$ cat config.mk
export PLATFORM = sky130hd
export DESIGN_NAME = din_unpack_flat
export DESIGN_NICKNAME = d
export VERILOG_FILES = /design/src/rtl/din_unpack_if.sv /design/src/rtl/din_unpack.sv /design/src/flat_wrapper.sv
export SDC_FILE = /design/constraint.sdc
export NUM_CORES = 1
export LEC_CHECK = 0
export ABC_CLOCK_PERIOD_IN_PS = 3110
export BUFFER_PORTS_ARGS = -buffer_cell sky130_fd_sc_hd__buf_2
export CORE_UTILIZATION = 45
export DETAILED_ROUTE_END_ITERATION = 6
export HOLD_SLACK_MARGIN = 0.02
export PLACE_DENSITY = 0.68
export SYNTH_ARGS = -nofsm -noshare
export SYNTH_HDL_FRONTEND = slang
export SYNTH_SLANG_ARGS = --single-unit
export TNS_END_PERCENT = 10
$ cat constraint.sdc
create_clock -name clk -period 3.11 [get_ports clk]
set_input_delay 0.1555 -clock clk [delete_from_list [all_inputs] [get_ports clk]]
set_output_delay 0.1555 -clock clk [all_outputs]
set_load 0.005 [all_outputs]
$ cat src/rtl/din_unpack_if.sv
// rtl/din_unpack_if.sv - result FIFO read side and unpacked result bus
interface din_unpack_if #(
  parameter int INT_WID   = 40,
  parameter int FREC_WID  = 40,
  parameter int FLOAT_WID = 80,
  parameter int DATAIN    = 48
);
  logic                 empty;
  logic [DATAIN-1:0]    datain;
  logic                 rden;
  logic [1:0]           app_out;
  logic [2:0]           size_out;
  logic [INT_WID-1:0]   int_out;
  logic [FREC_WID-1:0]  frec_out;
  logic [FLOAT_WID-1:0] float_out;
  logic                 out_valid;
  logic                 err;

  // FIFO/consumer side
  modport master (
    output empty, datain,
    input  rden, app_out, size_out, int_out, frec_out, float_out, out_valid, err
  );

  // unpacker side
  modport slave (
    input  empty, datain,
    output rden, app_out, size_out, int_out, frec_out, float_out, out_valid, err
  );
endinterface

$ cat src/rtl/din_unpack.sv
// rtl/din_unpack.sv - header decode and one/two-word result reassembly
module din_unpack #(
  parameter int INT_WID   = 40,
  parameter int FREC_WID  = 40,
  parameter int FLOAT_WID = 80,
  parameter int DATAIN    = 48
) (
  input  logic         clk,
  input  logic         rst_n,
  din_unpack_if.slave  bus
);

  typedef enum logic {IDLE = 1'b0, HALF = 1'b1} state_t;

  state_t      state, state_nxt;
  logic        wv;
  logic [1:0]  hold_app;
  logic [2:0]  hold_size;
  logic [39:0] hold_p;

  logic [DATAIN-1:0] word;
  logic [1:0]  app;
  logic [2:0]  size;
  logic [2:0]  idx;
  logic [39:0] p;
  logic        hdr_ok;
  logic        pair_match;

  logic                 do_out, do_err, do_latch;
  logic [INT_WID-1:0]   res_int;
  logic [FREC_WID-1:0]  res_frec;
  logic [FLOAT_WID-1:0] res_float;

  // pop whenever the FIFO has data; held off while in reset
  assign bus.rden = rst_n & ~bus.empty;

  assign word = bus.datain;
  assign app  = word[47:46];
  assign size = word[45:43];
  assign idx  = word[42:40];
  assign p    = word[39:0];

  // header legality: known app, size 1..3, idx consistent with size
  always_comb begin
    hdr_ok = ((app == 2'b01) || (app == 2'b10)) &&
             (size >= 3'd1) && (size <= 3'd3) &&
             (((idx == 3'b000) && (size == 3'd1)) ||
              (((idx == 3'b001) || (idx == 3'b010)) && (size != 3'd1)));
    pair_match = (state == HALF) && (app == hold_app) && (size == hold_size);
  end

  // state register and word-valid flag (datain is valid the cycle after rden)
  always_ff @(posedge clk or negedge rst_n) begin
    if (!rst_n) begin
      state <= IDLE;
      wv    <= 1'b0;
    end else begin
      state <= state_nxt;
      wv    <= bus.rden;
    end
  end

  // next state: a legal first half parks in HALF, everything else returns to IDLE
  always_comb begin
    state_nxt = state;
    if (wv) begin
      if (hdr_ok && (idx == 3'b001))
        state_nxt = HALF;
      else
        state_nxt = IDLE;
    end
  end

  // output decode: classify the word and assemble the full-width result
  always_comb begin
    do_out    = 1'b0;
    do_err    = 1'b0;
    do_latch  = 1'b0;
    res_int   = '0;
    res_frec  = '0;
    res_float = '0;
    if (wv) begin
      if (!hdr_ok) begin
        do_err = 1'b1;
      end else if (idx == 3'b000) begin
        // single word; an abandoned half is flagged in the same cycle
        do_out = 1'b1;
        do_err = (state == HALF);
        if (app == 2'b01) begin
          res_int  = {{(INT_WID-16){p[39]}}, p[39:24]};
          res_frec = {{(FREC_WID-16){1'b0}}, p[23:8]};
        end else begin
          res_float = FLOAT_WID'(p[39:8]);
        end
      end else if (idx == 3'b001) begin
        do_latch = 1'b1;
        do_err   = (state == HALF);
      end else if (pair_match) begin
        do_out = 1'b1;
        if (app == 2'b01) begin
          if (size == 3'd2) begin
            res_int  = {{(INT_WID-32){hold_p[39]}}, hold_p[39:8]};
            res_frec = {{(FREC_WID-32){1'b0}}, p[39:8]};
          end else begin
            res_int  = INT_WID'(hold_p);
            res_frec = FREC_WID'(p);
          end
        end else begin
          if (size == 3'd2)
            res_float = FLOAT_WID'({hold_p, p[39:16]});
          else
            res_float = FLOAT_WID'({hold_p, p});
        end
      end else begin
        do_err = 1'b1;
      end
    end
  end

  // first-half holding registers
  always_ff @(posedge clk or negedge rst_n) begin
    if (!rst_n) begin
      hold_app  <= 2'b00;
      hold_size <= 3'd0;
      hold_p    <= '0;
    end else if (do_latch) begin
      hold_app  <= app;
      hold_size <= size;
      hold_p    <= p;
    end
  end

  // registered result outputs; fields hold between valid pulses
  always_ff @(posedge clk or negedge rst_n) begin
    if (!rst_n) begin
      bus.out_valid <= 1'b0;
      bus.err       <= 1'b0;
      bus.app_out   <= 2'b00;
      bus.size_out  <= 3'd0;
      bus.int_out   <= '0;
      bus.frec_out  <= '0;
      bus.float_out <= '0;
    end else begin
      bus.out_valid <= do_out;
      bus.err       <= do_err;
      if (do_out) begin
        bus.app_out   <= app;
        bus.size_out  <= size;
        bus.int_out   <= res_int;
        bus.frec_out  <= res_frec;
        bus.float_out <= res_float;
      end
    end
  end

endmodule

$ cat src/flat_wrapper.sv
// flat-port wrapper written by rule: the top's interface ports become plain ports
module din_unpack_flat 
#(
  parameter int INT_WID   = 40,
  parameter int FREC_WID  = 40,
  parameter int FLOAT_WID = 80,
  parameter int DATAIN    = 48
)
  (clk, rst_n, bus_empty, bus_datain, bus_rden, bus_app_out, bus_size_out, bus_int_out, bus_frec_out, bus_float_out, bus_out_valid, bus_err);
  din_unpack_if #(.INT_WID(INT_WID), .FREC_WID(FREC_WID), .FLOAT_WID(FLOAT_WID), .DATAIN(DATAIN)) bus_i ();
  input  logic clk;
  input  logic rst_n;
  input wire logic [$bits(bus_i.empty)-1:0] bus_empty;
  input wire logic [$bits(bus_i.datain)-1:0] bus_datain;
  output wire logic [$bits(bus_i.rden)-1:0] bus_rden;
  output wire logic [$bits(bus_i.app_out)-1:0] bus_app_out;
  output wire logic [$bits(bus_i.size_out)-1:0] bus_size_out;
  output wire logic [$bits(bus_i.int_out)-1:0] bus_int_out;
  output wire logic [$bits(bus_i.frec_out)-1:0] bus_frec_out;
  output wire logic [$bits(bus_i.float_out)-1:0] bus_float_out;
  output wire logic [$bits(bus_i.out_valid)-1:0] bus_out_valid;
  output wire logic [$bits(bus_i.err)-1:0] bus_err;
  assign bus_i.empty = bus_empty;
  assign bus_i.datain = bus_datain;
  assign bus_rden = bus_i.rden;
  assign bus_app_out = bus_i.app_out;
  assign bus_size_out = bus_i.size_out;
  assign bus_int_out = bus_i.int_out;
  assign bus_frec_out = bus_i.frec_out;
  assign bus_float_out = bus_i.float_out;
  assign bus_out_valid = bus_i.out_valid;
  assign bus_err = bus_i.err;
  din_unpack #(.INT_WID(INT_WID), .FREC_WID(FREC_WID), .FLOAT_WID(FLOAT_WID), .DATAIN(DATAIN)) u_core (.clk(clk), .rst_n(rst_n), .bus(bus_i));
endmodule
==> flow_summary.toml <==
[run]
drv_cap = 0

[logic_synthesis]
postSynthAreaPerCell_um2 = 10.5
yosys.cell_types.count = 49
yosysWarnings = 0
async_flop_share = 1.00
synthesized_area_mm2 = 0.0104
post_synthesis_cell_count = 991
synth-edff-count = 0
postSynthNetCount = 1043
count_of_state_elements_after_synthesis = 214
synth.yosys.seq_area_share = 0.514
ys_dominant_reg_cell = "sky130_fd_sc_hd__dfrtp_1"

[timing]
fmaxAchievable_mhz = 396
rsz0062_at_grt = "no"
min_period_ns = 2.53
worstMarginPinSlew_ns = 1.01
drv_slew = 0
worst_slew_margin_rel = 0.326
fin_crit_sh = 0.812
fin_worst_skew_ns = 0.0107
hold_violations_final = 0
setup_viol = 0
hold_ws_ns = 0.0452
final.setup.tns_ns = 0

[global_route]
grt_antenna_before_repair = 0
first_global_vias = 8741
pin_count_of_the_biggest_net_entering_global_routing = 105
grt.total_usage = 0.289
grt_first_pass_wirelength_mm = 52.7
globalRouteOverflowTotal = 0

[layout]
finalNetCount = 1238
final_cell_mix = "sky130_fd_sc_hd__buf_2, sky130_fd_sc_hd__dfrtp_1, sky130_fd_sc_hd__a21oi_1"
insertedDiodeCount = 0
synthToLayoutAreaGrowth_pct = 21.0
commonest_non_fill_non_tap_cell_in_the_layout = "sky130_fd_sc_hd__buf_2"
fraction_of_layout_instances_using_a_drive_strength_above_1 = 0.290

[clock_tree]
clock_insertion_delay_worst_skew_ns = 0.51
clock_sinks = 214
path_clk_slew_ns = 0.05
cts.repair_timing.setup_buffer_count = 0
htree_levels = 1
cts_max_path_buffers = 3
post_cts_resized = 0
clock-root-buffer = "sky130_fd_sc_hd__clkbuf_16"
clock_tree_from_tritoncts = "built"
numCtsBuffers = 24

[worst_setup_path]
cp-end-kind = "register"
path_class = "input port to register"
crit_path_max_fanout = 72
worst_ep_arrival_time_ns = 2.91
startpoint_type = "input port"
timing.critical_path.required_ns = 3.50

[routing]
detailedRoute.firstPassIterationCount = 5
vias = 9137
postRouteAntennaNets = 0
post_drt_wl_per_cell_um = 23.4
finalWirelength_mm = 34.8
number_of_violations_reported_at_the_end_of_detailed_routing_iteration_0 = 847
via_per_inst = 6.15
drt_drc_violations_left = 0

[placement]
port-buffer-count = 218
hpwlAfterDp_mm = 23.1
gpl.final_weighted_congestion = 0.856

[die]
die_area_mm2 = 0.0238
starting_density_of_the_core = 0.460
placement_rows = 55
die_height_um = 154
i_o_pins = 219
core_area_mm2 = 0.0226
die_width_um = 154

[power_and_ir_drop]
pwr_density_cell_mw_per_mm2 = 497
worst_ir_drop_on_vdd_mv = 0.337
report.power.total_mw = 6.27
p_leak_nw = 6.41

[worst_hold_path]
timing.hold.worst.class = "input port to register"

[status]
status = "finished clean"
[critical path: stages]
cell	delay (ns)
sky130_fd_sc_hd__dlygate4sd3_1	0.53
sky130_fd_sc_hd__buf_2	0.17
sky130_fd_sc_hd__nor4b_2	0.17
sky130_fd_sc_hd__a21oi_1	0.31
sky130_fd_sc_hd__nor3_4	0.09
sky130_fd_sc_hd__nand2_4	0.34
sky130_fd_sc_hd__buf_4	0.68
sky130_fd_sc_hd__mux2_2	0.41
[per-stage QoR]
stage	instances	instance area, um^2	util	setup WS, ns
floorplan	991	10400	-	1.09
global placement	1423	11700	0.515	0.653
detailed placement	1423	11700	0.515	0.584
CTS	1485	12600	0.557	0.611
global route	1485	12600	0.557	0.358
finish	1485	12600	0.557	0.584
[kinds of logic after synthesis]
group,count (synthesis),share of synthesized area
AO/OA/AOI/OAI,415,0.239
flip-flops,214,0.514
multiplexers,128,0.131
AND/OR/NAND/NOR,116,0.0596
buffers and inverters,112,0.0508
XOR/XNOR,5,0.00420
adder cells (fa/ha/maj),1,0.00120
[final timing paths]
path,startpoint,to,slack (ns),cells after the start
max,bus_datain[43],u_core.bus.size_out[1],0.58,8
max reg2reg,u_core.hold_app[0],u_core.bus.size_out[1],0.59,6
min,bus_datain[31],u_core.hold_p[31],0.05,2
min reg2reg,u_core.bus.size_out[2],u_core.bus.size_out[2],0.48,1
min in group asynchronous,rst_n,u_core.bus.float_out[35],0.18,2
max in group asynchronous,rst_n,u_core.bus.err,2.00,3
[cell usage after synthesis (all sizes together), types with 3 or more instances]
cell type	instances	area [um^2]
nor3	3	20.0
nand2b	3	18.8
mux2	69	777
nand2	37	141
clkbuf	52	195
and2	33	206
a2bb2oi	32	280
nor2	15	58.8
o31ai	91	688
mux2i	59	591
nand3	10	55.1
buf	40	259
o21ai	137	686
xnor2	4	35.0
or3	3	18.8
a211oi	9	67.6
inv	20	75.1
dfrtp	214	5360
a21oi	139	696
[routing by layer]
layer	wire length (um)	track usage
met4	1110	0.101
met2	15500	0.432
met3	2990	0.0544
met5	0	0
met1	15100	0.421
[area by class of cell]
type	count	area (um^2)
Clock buffer	37	701
Clock inverter	3	18.8
Fill cell	2049	10000
Inverter	20	75.1
Multi-Input combinational cell	665	4560
Sequential cell	214	5360
Tap cell	285	357
Timing Repair Buffer	261	1530
[registers in the layout, summed over array words and instances, names as in the netlist]
| name | cells |
|---|---|
| u_core.hold_size | 3 |
| u_core.bus.out_valid | 1 |
| u_core.bus.int_out | 40 |
| u_core.bus.err | 1 |
| u_core.hold_app | 2 |
| u_core.bus.frec_out | 40 |
| u_core.bus.float_out | 80 |
| u_core.bus.app_out | 2 |
| u_core.wv | 1 |
| u_core.bus.size_out | 3 |
| u_core.hold_p | 40 |
| u_core.state | 1 |
[what timing repair did]
| action | 4_1_cts | 5_1_grt |
|---|---|---|
| hold buffers | 22 | 0 |
| hold endpoints to repair | 82 | 0 |
| setup endpoints to repair | 0 | 0 |
[power breakdown]
part / leakage (nW) / internal [mW] / total (mW) / switching, mW
combinational: 3.09 / 0.246 / 0.642 / 0.396
sequential: 2.96 / 2.88 / 2.99 / 0.118
clock: 0.352 / 1.54 / 2.63 / 1.09
Power figures use the tool's default switching activity.
